==> src/rtl/count_sched.sv <==
// Two-requester scheduler that lends one external counter to a requester
// for a timed interval of term+2 granted cycles, with round-robin arbitration.
module count_sched #(
   parameter int WIDTH = 4
) (
   input  logic             clock,
   input  logic             reset,
   input  logic [1:0]       req,
   input  logic [WIDTH-1:0] len0,
   input  logic [WIDTH-1:0] len1,
   output logic [1:0]       gnt,
   output logic [1:0]       done,
   output logic             busy,
   output logic             cnt_enable,
   output logic             cnt_clear,
   input  logic [WIDTH-1:0] cnt_out
);

   typedef enum logic [1:0] {
      IDLE  = 2'd0,
      CLEAR = 2'd1,
      RUN   = 2'd2,
      DONE  = 2'd3
   } state_t;

   state_t           state;
   state_t           state_next;
   logic             owner;
   logic             last;
   logic             pick;
   logic [WIDTH-1:0] term;
   logic [1:0]       owner_onehot;

   // Contested requests go to whoever was not served last.
   always_comb begin
      pick = ~last;
      case (req)
         2'b01:   pick = 1'b0;
         2'b10:   pick = 1'b1;
         default: pick = ~last;
      endcase
   end

   assign owner_onehot = owner ? 2'b10 : 2'b01;

   always_ff @(posedge clock or negedge reset) begin
      if (!reset) begin
         state <= IDLE;
      end else begin
         state <= state_next;
      end
   end

   // Interval length is captured at grant so later len changes cannot disturb it.
   always_ff @(posedge clock or negedge reset) begin
      if (!reset) begin
         term  <= '0;
         owner <= 1'b0;
         last  <= 1'b1;
      end else begin
         if (state == IDLE && req != 2'b00) begin
            term  <= pick ? len1 : len0;
            owner <= pick;
         end
         if (state == DONE) begin
            last <= owner;
         end
      end
   end

   always_comb begin
      state_next = state;
      case (state)
         IDLE:    if (req != 2'b00) state_next = CLEAR;
         CLEAR:   state_next = RUN;
         RUN:     if (cnt_out == term) state_next = DONE;
         DONE:    state_next = IDLE;
         default: state_next = IDLE;
      endcase
   end

   always_comb begin
      gnt        = 2'b00;
      done       = 2'b00;
      cnt_enable = 1'b0;
      cnt_clear  = 1'b0;
      busy       = (state != IDLE);
      case (state)
         CLEAR: begin
            gnt       = owner_onehot;
            cnt_clear = 1'b1;
         end
         RUN: begin
            gnt        = owner_onehot;
            cnt_enable = (cnt_out != term);
         end
         DONE:    done = owner_onehot;
         default: ;
      endcase
   end

endmodule

==> config.mk <==
export PLATFORM = sky130hd
export DESIGN_NAME = count_sched
export DESIGN_NICKNAME = d
export VERILOG_FILES = /design/src/rtl/count_sched.sv
export SDC_FILE = /design/constraint.sdc
export NUM_CORES = 1
export LEC_CHECK = 0
export CORE_MARGIN = 5
export CORE_UTILIZATION = 35
export CTS_BUF_LIST = sky130_fd_sc_hd__clkbuf_8
export CTS_CLUSTER_SIZE = 8
export DETAILED_ROUTE_END_ITERATION = 10
export MAX_ROUTING_LAYER = met4
export PLACE_DENSITY = 0.77
export SYNTH_ARGS = -nofsm -noshare
export SYNTH_HDL_FRONTEND = slang
export SYNTH_SLANG_ARGS = --single-unit
==> constraint.sdc <==
create_clock -name clock -period 2 [get_ports clock]
set_input_delay 0.2 -clock clock [delete_from_list [all_inputs] [get_ports clock]]
set_output_delay 0.2 -clock clock [all_outputs]
set_load 0.01 [all_outputs]
==> flow_metrics.tcl <==
set metrics [dict create \
    vias_per_cell 4.68 \
    cp.buffers_inverters 2 \
    yosys_warnings 0 \
    dp_hpwl_um 1070 \
    worstMarginPinSlew_ns 0.344 \
    critPathLaunchType "flip-flop" \
    synth_top_flop_cell "dfrtp_1" \
    synth_commonest_cells "7 x dfrtp_1, 6 x ha_1, 6 x inv_1, 6 x nand3_1" \
    die_area_sq_mm 0.00248 \
    detail_route.iter0.violations 8 \
    io_pins 23 \
    ant_nets 0 \
    ctsHoldBuffers 0 \
    syn_inst 62 \
    fin_tns_setup_ns 0 \
    path_cells "inv_1 > ha_1 > nor2b_1 > clkdlybuf4s50_1" \
    critPathCaptureType "output port" \
    first_global_vias 449 \
    ys_top_cells_by_area "dfrtp_1 32%, ha_1 14%, xor2_1 6.3%" \
    yosysMostFrequentCell "dfrtp_1" \
    hp-class "input pin to async pin" \
    synth_area_per_cell_sq_um 8.92 \
    cp_slowest_cell "clkdlybuf4s50_1" \
    relSlewSlack_pct 77.0 \
    core_sq_mm 0.00151 \
    multi_input_area_sq_um 325 \
    io_buffers 22 \
    die_x_um 49.8 \
    grt_max_degree 11 \
    cts_buffers 3 \
    ys_ff_latch 8 \
    setup_viol 0 \
    slew_viol_final 0 \
    cellPowerDensity_mw_per_mm2 1370 \
    final_hold_viol_count 0 \
    ys_seq_area_share_pct 36.4 \
    cp_top_family "buffers and inverters" \
    path_class "flip-flop to output port" \
    critPathArrivalTime_ns 1.70 \
    yosysTopAreaCell "dfrtp_1" \
    cts_tree "done" \
    fin_nets 111 \
    gr-usage-all-layers_pct 10.7 \
    wire_per_inst_um 11.9 \
    num-fill-cells 145 \
    n_antenna_cell 0 \
    drive_above_1_share_pct 6.82 \
    max_stage_delay_ns 0.54 \
    timing.final.crit_share_pct 95.1 \
    synth_top_area_share_pct 31.7 \
    period_needed_ns 1.90 \
    regArea_sq_um 201 \
    areaGrowthSynthToFinish_pct 52.7 \
    gp_congestion 0.762 \
    antenna_found_initial 0 \
    clk_pin_slew_worst_paths_ns 0.04 \
    rows 14 \
    syn_nets 84 \
    cts-root-buf "clkbuf_8" \
    fmax_mhz 526 \
    path_max_fanout 4 \
    synth_cell_types 20 \
    synth_edf_count 0 \
    power_mw 1.15 \
    peakVddDrop_uv 521 \
    htreeDepth 1 \
    status "completed" \
    fin_worst_skew_ns 0.000681 \
    drc_errors 0 \
    p_leak_nw 0.380 \
    cts_buffer_depth 2 \
    dieHeight_um 49.8 \
    wl_um 1240 \
    required_ns 1.80 \
    rsz0062_at_grt "false" \
    grt_pass1_wl_um 1970 \
    vias 487 \
    clk-insertion-delay-late_ns 0.22 \
    grt.overflow.total 0 \
    dr.pass1.iters 4 \
    maxCapViolCount 0 \
    synthArstFlopShare_pct 100 \
    cts.sinks 8 \
    syn_area_sq_um 553 \
    initial_core_util_pct 36.7 \
]
final cells by class:
| class | count | share of cell area [%] |
|---|---|---|
| sequential | 8 | 23.9 |
| timing repair buffer | 23 | 27.3 |
| inverter | 6 | 2.67 |
| clock inverter | 1 | 0.444 |
| multi-input combinational | 47 | 38.5 |
| clock buffer | 3 | 4.89 |
| tap | 16 | 2.37 |
timing repair:
action,in CTS,in global routing
setup endpoints to repair,0,1
gates resized for setup,0,1
setup buffers,0,0
logic make-up after synthesis:
kind of cell	Yosys count	share of synthesized area, %
xor gates and xnor gates	4	6.33
and+or+nand+nor	22	20.8
DFF	8	36.4
muxes	1	2.04
adders and majority gates	6	13.6
buffers and inverters	7	4.75
AOI/OAI and AO/OA	14	16.1
power by group:
| group | internal [mW] | total, mW | switching (mW) |
|---|---|---|---|
| combinational | 0.340 | 0.626 | 0.287 |
| sequential | 0.256 | 0.335 | 0.0789 |
| clock | 0.133 | 0.192 | 0.0596 |
| total | 0.728 | 1.15 | 0.425 |
metrics by stage:
step | util [%] | worst slack (ns) | cell area, sq um | hold WS [ns] | std cells
after floorplan | - | 0.664 | 553 | -0.0956 | 62
after global placement | 52.9 | 0.0955 | 797 | 0.490 | 100
after detailed placement | 52.9 | 0.0647 | 797 | 0.498 | 100
after CTS | 55.9 | 0.0325 | 842 | 0.258 | 104
after global routing | 56.1 | 0.0287 | 845 | 0.274 | 104
final | 56.1 | 0.0990 | 845 | 0.250 | 104
worst reg2reg max path, cell delays in order (launching register included):
cell	delay (ns)
dfrtp_1	0.39
xor2_1	0.18
o41a_1	0.46
o211ai_1	0.22
cells in the final DEF (no fill, tap or decap), types with 2 or more instances in the layout:
cell type / n
nand3_1: 6
clkdlybuf4s50_1: 21
inv_1: 7
dfrtp_1: 7
a31oi_1: 4
xor2_1: 4
ha_1: 6
nand2b_1: 2
and2_1: 3
nand2_1: 2
clkbuf_8: 3
nor2_1: 4
o21ai_0: 5
nor2b_1: 5
flip-flops by register name, indices dropped and copies added (netlist names):
register,flops
state,2
term,4
last,1
owner,1
routing by layer:
| layer | routed length [um] | GRT usage [%] | part of all wire, % | vias to the layer above |
|---|---|---|---|---|
| li1 | - | - | - | 264 |
| met1 | 532 | 11.5 | 43 | 203 |
| met2 | 594 | 17.4 | 48 | 18 |
| met3 | 91 | 1.81 | 7.4 | 2 |
| met4 | 20 | 7.86 | 1.6 | 0 |
| met5 | 0 | - | 0 | - |
final timing paths:
check                          from        to  slack [ns]  cells after the start
setup / recovery           state[0]    gnt[0]         0.1                      4
hold / removal                reset   term[2]        0.25                      1
min in group clock          len0[0]   term[0]        0.56                      3
setup reg to reg            term[1]  state[1]        0.65                      3
max in group asynchronous     reset      last        1.45                      1
hold reg to reg             term[2]   term[2]        0.57                      2
Note: power is estimated with default switching activity, not from simulation.
